`src/rtl/tensor_core_pkg.sv`:
```
// Shared definitions for the tensor core instruction path (loader and fetch side).
// No logic of its own; holds widths, depth and the loader state encoding.
// Not applicable: no handshakes live here.
package tensor_core_pkg;

    localparam int INSTR_WORD_WIDTH = 16;
    localparam int INSTR_MEM_DEPTH  = 20001;

    typedef enum logic [2:0] {
        LD_IDLE    = 3'd0,
        LD_LEN_HI  = 3'd1,
        LD_LEN_LO  = 3'd2,
        LD_DATA_HI = 3'd3,
        LD_DATA_LO = 3'd4,
        LD_CHECK   = 3'd5,
        LD_DONE    = 3'd6,
        LD_ERROR   = 3'd7
    } loader_state_e;

endpackage

```
`src/rtl/tensor_core_program_loader.sv`:
```
// Loads a framed big-endian byte stream into instruction memory with length and XOR checks.
// Latency: LO byte accepted at edge k -> registered write strobe/address/data during cycle k+1.
// Backpressure: byte_ready_out is high in every receiving state, so bytes flow one per cycle; it drops once the frame ends.
module tensor_core_program_loader
    import tensor_core_pkg::*;
#(
    parameter int WORD_WIDTH = INSTR_WORD_WIDTH,
    parameter int DEPTH      = INSTR_MEM_DEPTH,
    parameter int ADDR_WIDTH = 15
) (
    input  logic                  clock_in,
    input  logic                  reset_n_in,
    input  logic                  start_in,
    input  logic                  byte_valid_in,
    input  logic [7:0]            byte_in,
    output logic                  byte_ready_out,
    output logic                  mem_write_enable_out,
    output logic [ADDR_WIDTH-1:0] mem_write_address_out,
    output logic [WORD_WIDTH-1:0] mem_write_data_out,
    output logic                  busy_out,
    output logic                  load_done_out,
    output logic                  error_out,
    output logic [ADDR_WIDTH:0]   words_loaded_out
);

    loader_state_e           state_q, state_d;
    logic [7:0]              len_hi_q, len_hi_d;
    logic [ADDR_WIDTH:0]     len_q, len_d;
    logic [7:0]              hi_q, hi_d;
    logic [7:0]              csum_q, csum_d;
    logic [ADDR_WIDTH:0]     words_q, words_d;
    logic                    we_q, we_d;
    logic [ADDR_WIDTH-1:0]   addr_q, addr_d;
    logic [WORD_WIDTH-1:0]   data_q, data_d;
    logic                    done_q, done_d;
    logic                    err_q, err_d;

    logic                    byte_rdy;
    logic                    byte_fire;
    logic [15:0]             len_full;
    logic                    len_oversize;
    logic [ADDR_WIDTH:0]     words_inc;

    // Ready is a pure function of the registered state.
    always_comb begin
        byte_rdy = 1'b0;
        case (state_q)
            LD_LEN_HI, LD_LEN_LO, LD_DATA_HI, LD_DATA_LO, LD_CHECK: byte_rdy = 1'b1;
            default:                                                 byte_rdy = 1'b0;
        endcase
    end

    assign byte_fire    = byte_valid_in && byte_rdy;
    assign len_full     = {len_hi_q, byte_in};
    // Length is judged on the full 16-bit header before it is narrowed to the counter width.
    assign len_oversize = 32'(len_full) > 32'(DEPTH);
    assign words_inc    = words_q + (ADDR_WIDTH+1)'(1);

    // Frame parser: header, word assembly, checksum and session bookkeeping.
    always_comb begin
        state_d  = state_q;
        len_hi_d = len_hi_q;
        len_d    = len_q;
        hi_d     = hi_q;
        csum_d   = csum_q;
        words_d  = words_q;
        we_d     = 1'b0;
        addr_d   = addr_q;
        data_d   = data_q;
        done_d   = done_q;
        err_d    = err_q;

        case (state_q)
            LD_IDLE, LD_DONE, LD_ERROR: begin
                if (start_in) begin
                    done_d  = 1'b0;
                    err_d   = 1'b0;
                    words_d = '0;
                    csum_d  = '0;
                    state_d = LD_LEN_HI;
                end
            end
            LD_LEN_HI: begin
                if (byte_fire) begin
                    len_hi_d = byte_in;
                    csum_d   = csum_q ^ byte_in;
                    state_d  = LD_LEN_LO;
                end
            end
            LD_LEN_LO: begin
                if (byte_fire) begin
                    csum_d = csum_q ^ byte_in;
                    len_d  = (ADDR_WIDTH+1)'(len_full);
                    if (len_oversize) begin
                        err_d   = 1'b1;
                        state_d = LD_ERROR;
                    end else if (len_full == 16'd0) begin
                        state_d = LD_CHECK;
                    end else begin
                        state_d = LD_DATA_HI;
                    end
                end
            end
            LD_DATA_HI: begin
                if (byte_fire) begin
                    hi_d    = byte_in;
                    csum_d  = csum_q ^ byte_in;
                    state_d = LD_DATA_LO;
                end
            end
            LD_DATA_LO: begin
                if (byte_fire) begin
                    csum_d  = csum_q ^ byte_in;
                    we_d    = 1'b1;
                    addr_d  = words_q[ADDR_WIDTH-1:0];
                    data_d  = WORD_WIDTH'({hi_q, byte_in});
                    words_d = words_inc;
                    state_d = (words_inc == len_q) ? LD_CHECK : LD_DATA_HI;
                end
            end
            LD_CHECK: begin
                if (byte_fire) begin
                    if (byte_in == csum_q) begin
                        done_d  = 1'b1;
                        state_d = LD_DONE;
                    end else begin
                        err_d   = 1'b1;
                        state_d = LD_ERROR;
                    end
                end
            end
            default: state_d = LD_IDLE;
        endcase
    end

    // State and datapath registers; reset discards any partial word.
    always_ff @(posedge clock_in or negedge reset_n_in) begin
        if (!reset_n_in) begin
            state_q  <= LD_IDLE;
            len_hi_q <= '0;
            len_q    <= '0;
            hi_q     <= '0;
            csum_q   <= '0;
            words_q  <= '0;
            we_q     <= 1'b0;
            addr_q   <= '0;
            data_q   <= '0;
            done_q   <= 1'b0;
            err_q    <= 1'b0;
        end else begin
            state_q  <= state_d;
            len_hi_q <= len_hi_d;
            len_q    <= len_d;
            hi_q     <= hi_d;
            csum_q   <= csum_d;
            words_q  <= words_d;
            we_q     <= we_d;
            addr_q   <= addr_d;
            data_q   <= data_d;
            done_q   <= done_d;
            err_q    <= err_d;
        end
    end

    assign byte_ready_out        = byte_rdy;
    assign busy_out              = byte_rdy;
    assign mem_write_enable_out  = we_q;
    assign mem_write_address_out = addr_q;
    assign mem_write_data_out    = data_q;
    assign load_done_out         = done_q;
    assign error_out             = err_q;
    assign words_loaded_out      = words_q;

endmodule

```
`config.mk`:
```
export PLATFORM = sky130hd
export DESIGN_NAME = tensor_core_program_loader
export DESIGN_NICKNAME = d
export VERILOG_FILES = /design/src/rtl/tensor_core_pkg.sv /design/src/rtl/tensor_core_program_loader.sv
export SDC_FILE = /design/constraint.sdc
export NUM_CORES = 1
export LEC_CHECK = 0
export ABC_CLOCK_PERIOD_IN_PS = 2730
export BUFFER_PORTS_ARGS = -buffer_cell sky130_fd_sc_hd__buf_2
export CORE_MARGIN = 2
export CORE_UTILIZATION = 45
export DETAILED_ROUTE_END_ITERATION = 7
export GPL_TIMING_DRIVEN = 0
export PLACE_DENSITY = 0.72
export SYNTH_ARGS = -nofsm -noshare
export SYNTH_HDL_FRONTEND = slang
export SYNTH_SLANG_ARGS = --single-unit
```
`constraint.sdc`:
```
create_clock -name clock_in -period 2.73 [get_ports clock_in]
set_input_delay 0.273 -clock clock_in [delete_from_list [all_inputs] [get_ports clock_in]]
set_output_delay 0.273 -clock clock_in [all_outputs]
set_load 0.05 [all_outputs]
```
==> results of run 1 <==
## path summary, 6_finish.rpt
| kind | startpoint | end | cells after the start |
|---|---|---|---|
| setup / recovery | words_loaded_out[1] | state_q[1] | 9 |
| hold / removal | byte_valid_in | state_q[0] | 2 |
| setup reg to reg | words_loaded_out[1] | state_q[1] | 9 |
| hold reg to reg | mem_write_address_out[2] | mem_write_address_out[2] | 2 |
| max in group asynchronous | reset_n_in | words_loaded_out[0] | 3 |
| min in group asynchronous | reset_n_in | mem_write_address_out[2] | 2 |
## report_power, final
group	internal [mW]	total, mW	switching (mW)	leakage [nW]
Clock	0.358	0.839	0.481	0.0897
Sequential	1.82	2.15	0.332	1.20
Combinational	0.808	2.19	1.38	1.30
## cells by family after synthesis
kind of cell / synth area share
AO/OA/AOI/OAI: 0.121
XOR/XNOR: 0.0472
adder cells (fa/ha/maj): 0.00269
buffers and inverters: 0.0485
flip-flops: 0.501
multiplexers: 0.0720
AND/OR/NAND/NOR: 0.208
## synthesized netlist by cell type (all sizes together), types with 4 or more instances
library cell,instances
dfrtp,93
xor2,10
nor3,4
nor4,7
nor2,17
inv,9
nand4,5
nand3,7
mux2,27
clkbuf,19
a31oi,6
xnor2,15
buf,10
a21o,5
nand2,128
o21ai,42
nand2b,12
nor2b,4
a21oi,12
o31ai,7
## layer usage
layer,global-route usage,wire length [um]
met3,0.0427,379
met4,0.0611,221
met2,0.334,5190
met5,0,0
met1,0.272,5020
## registers in the layout, indices dropped and copies added, names as in the netlist
register	count
load_done_out	1
words_loaded_out	16
state_q	3
len_q	16
mem_write_data_out	16
error_out	1
mem_write_address_out	15
hi_q	8
csum_q	8
mem_write_enable_out	1
len_hi_q	8
## timing repair
item / 4_1_cts / 5_1_grt
buffers inserted: 0 / 0
hold buffers: 1 / 0
setup endpoints to repair: 0 / 2
hold endpoints to repair: 22 / 0
resized for setup: 0 / 1
## worst max-delay path, delay by kind of cell, from the launching register on
kind | cells | cell delay [ns]
compound gates | 1 | 0.11
xor+xnor | 1 | 0.13
fa+ha+maj | 1 | 0.30
buf+inv | 1 | 0.21
flops | 1 | 0.48
simple gates | 5 | 1.17
## cells in the final DEF (no fill, tap or decap), types with 2 or more instances in the layout
cell,netlist,routed
a21o_1,4,4
a21oi_1,12,12
a31oi_1,6,6
buf_2,6,67
buf_4,2,3
buf_6,2,2
clkbuf_1,17,18
clkbuf_8,2,12
clkinv_2,0,2
dfrtp_1,93,92
inv_1,9,9
mux2_2,27,27
mux2i_1,3,3
nand2_1,128,128
nand2b_1,12,12
nand3_1,6,6
nand3b_1,2,2
nand4_1,4,4
nor2_1,17,17
nor2b_1,4,4
nor3_1,4,4
nor4_1,6,6
o211ai_1,3,3
o21ai_0,42,42
o22ai_1,3,3
o31ai_1,7,7
o41ai_1,2,2
or2_2,3,3
or3_1,2,2
xnor2_1,15,15
xor2_1,10,10
## area by class of cell
type                            instances  area, um^2  share of cell area
Sequential cell                        93        2330               0.436
Multi-Input combinational cell        349        2090               0.391
Timing Repair Buffer                   64         350              0.0656
Buffer                                 30         191              0.0358
Tap cell                              136         170              0.0319
Clock buffer                           11         141              0.0265
Clock inverter                          5        35.0             0.00656
Inverter                                9        33.8             0.00633
==> summary.md, run 1 <==
| Metric | Value |
|---|---|
| Count of port buffers added during placement | `62` |
| Power Density | `971 nW/um^2` |
| CTS buffer count | `9` |
| Crit. End Element | `flop` |
| Die area | `11100 um^2` |
| Avg Inst Size Synth | `9.65 um^2` |
| Final worst slack | `0.195 ns` |
| DRC viols | `0` |
| Cell Area, Placed | `5150 um^2` |
| Crit path DAT | `2.78 ns` |
| Die width | `106 um` |
| Mapped Area | `4640 um^2` |
| Final Cell Area | `5340 um^2` |
| Period minus WS final | `2.53 ns` |
| Gpl congestion | `0.858` |
| Worst slew pin tran | `0.969 ns` |
| Worst slack, placed | `0.199 ns` |
| Post-synth ARST share | `1.00` |
| Startpoint types | `flop` |
| Critical path class | `flop to flop` |
| Status | `finished clean` |
| Final net count | `569` |
| Syn-to-layout area delta | `15.0%` |
| R2R Setup Slk | `0.20 ns` |
| Final Non-Filler Cells | `697` |
| Std cell rows | `37` |
| Clock sinks | `93` |
| Area contributors post-synth | `dfrtp_1 50%, nand2_1 10%, mux2_2 6.5%` |
| CTS tree | `yes` |
| Total power | `5.18 mW` |
| Unique masters post-synth | `58` |
| Root Buffer | `clkbuf_8` |
| Synthesized flop and latch total | `93` |
| Post-synthesis sequential area ratio | `0.501` |
| Overall die height | `106 um` |
| Placed Cells | `680` |
| Final HPWL DP | `7820 um` |
| Peak VDD IR | `0.000911 V` |
| DR vias/cell | `5.36` |
| Maxcap violations | `0` |
| Share of layout cells above drive strength 1 | `0.230` |
| Slew HR | `0.344` |
| H-tree levels | `3` |
| Yosys top cell area share | `0.501` |
| Clock Pin Slew Worst Setup and Hold Paths | `0.09 ns` |
| # fillers | `968` |
| Setup TNS | `0 ns` |
| ANT nets after route | `0` |
| Post-synth top area cell | `dfrtp_1` |
| Worst hold slack | `0.178 ns` |
| CP cell instances | `ha_1, and4_1, buf_2, and4_4, xnor2_1, nand4_1, nor4_1, and4bb_1, o211ai_1` |
| Routed vias | `3739` |
| Worst clock skew | `0.00980 ns` |
| Top_reg_cell synth | `dfrtp_1` |
| Slew Limit Fails | `0` |
| Initial antenna violation count | `0` |
| Post-synth EDFFs | `0` |
| N_diodes | `0` |
| Synthesis Warnings | `0` |
| Max Fclk | `395 MHz` |
| GRT Resource Usage Total | `0.203` |
| Largest net degree at the start of global routing | `72` |
| Grt ovf | `0` |
| LEAKAGE | `2.59 nW` |
| Vias in the first global route | `3661` |
| Routed len/inst | `15.5 um` |
| I/O pins | `64` |
| Final hold vios | `0` |
| Number of DRC markers in iteration 0 | `180` |
| Syn_nets | `494` |
| Worst-Skew Late Latency | `0.36 ns` |
| Crit-path max cell delay | `0.48 ns` |
| First-pass GRT wire length | `18100 um` |
| Worst hold path type | `primary input to flop` |
| Critical path's slowest cell | `dfrtp_1` |
| Cell count after synthesis | `481` |
| Core area | `10200 um^2` |
| Drt pass-1 iters | `4` |
| RSZ-0062 raised after global routing | `no` |
| Worst EP required | `2.97 ns` |
| Initial Util | `0.456` |
| Final Cycle Share | `0.928` |
| Final core occ | `0.524` |
| Clk buf depth | `2` |
| Max FO, Critical Path | `8` |
| Wirelength, routed | `10800 um` |
| Final setup vio count | `0` |
Power figures use the tool's default switching activity.
==> run 2: changes to the inputs <==
- CTS_BUF_LIST: default -> sky130_fd_sc_hd__clkbuf_8
==> run 2 against run 1 <==
Compared with the run above: core utilization is the same; global-route usage is the same; non-clock buffer count is the same; critical path depth is the same; routed wire length is essentially flat; total power shrank 0.11%; sequential power is essentially flat; clock-buffer cell count shrank 1; highest routed layer unchanged.
==> summary.md, run 2 (same netlist as run 1, synthesis figures left out) <==
| Metric | Value |
|---|---|
| Status | `finished clean` |
| ANT nets after route | `0` |
| Overall die height | `106 um` |
| Share of layout cells above drive strength 1 | `0.230` |
| Core area | `10200 um^2` |
| Reg area | `2330 um^2` |
| Drt pass-1 iters | `5` |
| Crit path DAT | `2.77 ns` |
| Wirelength, routed | `10800 um` |
| Std cell rows | `37` |
| Critical path class | `flop to flop` |
| Clock sinks | `93` |
| Commonest non-fill, non-tap cell in the layout | `nand2_1` |
| LEAKAGE | `2.60 nW` |
| Worst hold path type | `primary input to flop` |
| # fillers | `968` |
| Clock Pin Slew Worst Setup and Hold Paths | `0.09 ns` |
| Setup TNS | `0 ns` |
| GRT Resource Usage Total | `0.203` |
| Grt ovf | `0` |
| Crit. End Element | `flop` |
| Maxcap violations | `0` |
| Max Fclk | `395 MHz` |
| Total power | `5.18 mW` |
| RSZ-0062 raised after global routing | `no` |
| Routed vias | `3743` |
| Worst clock skew | `0.00881 ns` |
| Die area | `11100 um^2` |
| Commonest non-fill, non-tap cells in the layout | `128 x nand2_1, 92 x dfrtp_1, 67 x buf_2, 42 x o21ai_0, 27 x mux2_2` |
| Slew Limit Fails | `0` |
| Initial Util | `0.456` |
| I/O pins | `64` |
| N_diodes | `0` |
| CTS tree | `yes` |
| Setup bufs post-CTS | `0` |
| DR vias/cell | `5.37` |
| Final Cycle Share | `0.927` |
| Final Cell Area | `5340 um^2` |
| Routed len/inst | `15.5 um` |
| Gpl congestion | `0.858` |
| Root Buffer | `clkbuf_8` |
| Max FO, Critical Path | `8` |
| Final net count | `569` |
| Die width | `106 um` |
| Initial antenna violation count | `0` |
| CTS buffer count | `9` |
| Largest net degree at the start of global routing | `72` |
| Clk buf depth | `2` |
| Final setup vio count | `0` |
| Startpoint types | `flop` |
| Number of DRC markers in iteration 0 | `182` |
| Final core occ | `0.524` |
| CP cell instances | `ha_1, and4_1, buf_2, and4_4, xnor2_1, nand4_1, nor4_1, and4bb_1, o211ai_1` |
| Crit-path max cell delay | `0.48 ns` |
| Worst-Skew Late Latency | `0.36 ns` |
| Multi-input logic area | `2090 um^2` |
| Worst EP required | `2.97 ns` |
| Peak VDD IR | `0.000912 V` |
| Power Density | `970 nW/um^2` |
| Cell Area, Placed | `5150 um^2` |
| Final HPWL DP | `7820 um` |
| First-pass GRT wire length | `18100 um` |
| Count of port buffers added during placement | `62` |
| H-tree levels | `3` |
| Worst slew pin tran | `0.988 ns` |
| Syn-to-layout area delta | `15.0%` |
| Vias in the first global route | `3661` |
| Critical path's slowest cell | `dfrtp_1` |
| Final hold vios | `0` |
| Slew HR | `0.331` |
| Worst path buffer plus inverter count | `1` |
| Period minus WS final | `2.53 ns` |
| CP delay by family, top | `simple AND/OR/NAND/NOR gates` |
| DRC viols | `0` |
run 2: final timing paths:
kind,end,depth (start not counted),slack (ns),from
max,state_q[1],9,0.20,words_loaded_out[1]
min in group asynchronous,mem_write_address_out[2],2,0.34,reset_n_in
max in group asynchronous,words_loaded_out[0],3,1.76,reset_n_in
min,state_q[0],2,0.18,byte_valid_in
min reg2reg,mem_write_address_out[2],2,0.47,mem_write_address_out[2]
max reg2reg,state_q[1],9,0.20,words_loaded_out[1]
run 2: layout make-up:
class / instances / share of cell area
Buffer: 30 / 0.0358
Timing Repair Buffer: 64 / 0.0656
Clock buffer: 10 / 0.0258
Multi-Input combinational cell: 349 / 0.391
Sequential cell: 93 / 0.436
Clock inverter: 6 / 0.00726
Inverter: 9 / 0.00633
Tap cell: 136 / 0.0319
run 2: what timing repair did:
action                                  4_1_cts  5_1_grt
hold buffers                                  1        0
endpoints found under the setup margin        0        2
hold endpoints to repair                     22        0
gates resized for setup                       0        1
run 2: worst reg2reg max path: stages, from the launching register on:
cell      delay (ns)
dfrtp_1         0.48
ha_1            0.30
and4_1          0.20
buf_2           0.21
and4_4          0.27
xnor2_1         0.13
nand4_1         0.14
nor4_1          0.26
and4bb_1        0.31
o211ai_1        0.11
run 2: per-layer routing:
metal	track usage	share of wire	vias up
li1	-	-	1797
met1	0.272	0.46	1830
met2	0.334	0.48	100
met5	0	0	-
met3	0.0427	0.041	16
met4	0.0611	0.018	0
run 2: through the flow:
step | hold WS, ns | cells | setup slack [ns]
floorplan | -0.0226 | 481 | 0.195
CTS | 0.155 | 697 | 0.144
global placement | 0.452 | 679 | 0.209
detailed placement | 0.192 | 680 | 0.199
finish | 0.180 | 697 | 0.199
global route | 0.177 | 697 | 0.0179
run 2: report_power, final:
part / internal (mW) / switching (mW) / total [mW]
Combinational: 0.808 / 1.39 / 2.19
Clock: 0.354 / 0.479 / 0.833
Sequential: 1.82 / 0.331 / 2.15
Total: 2.98 / 2.20 / 5.18
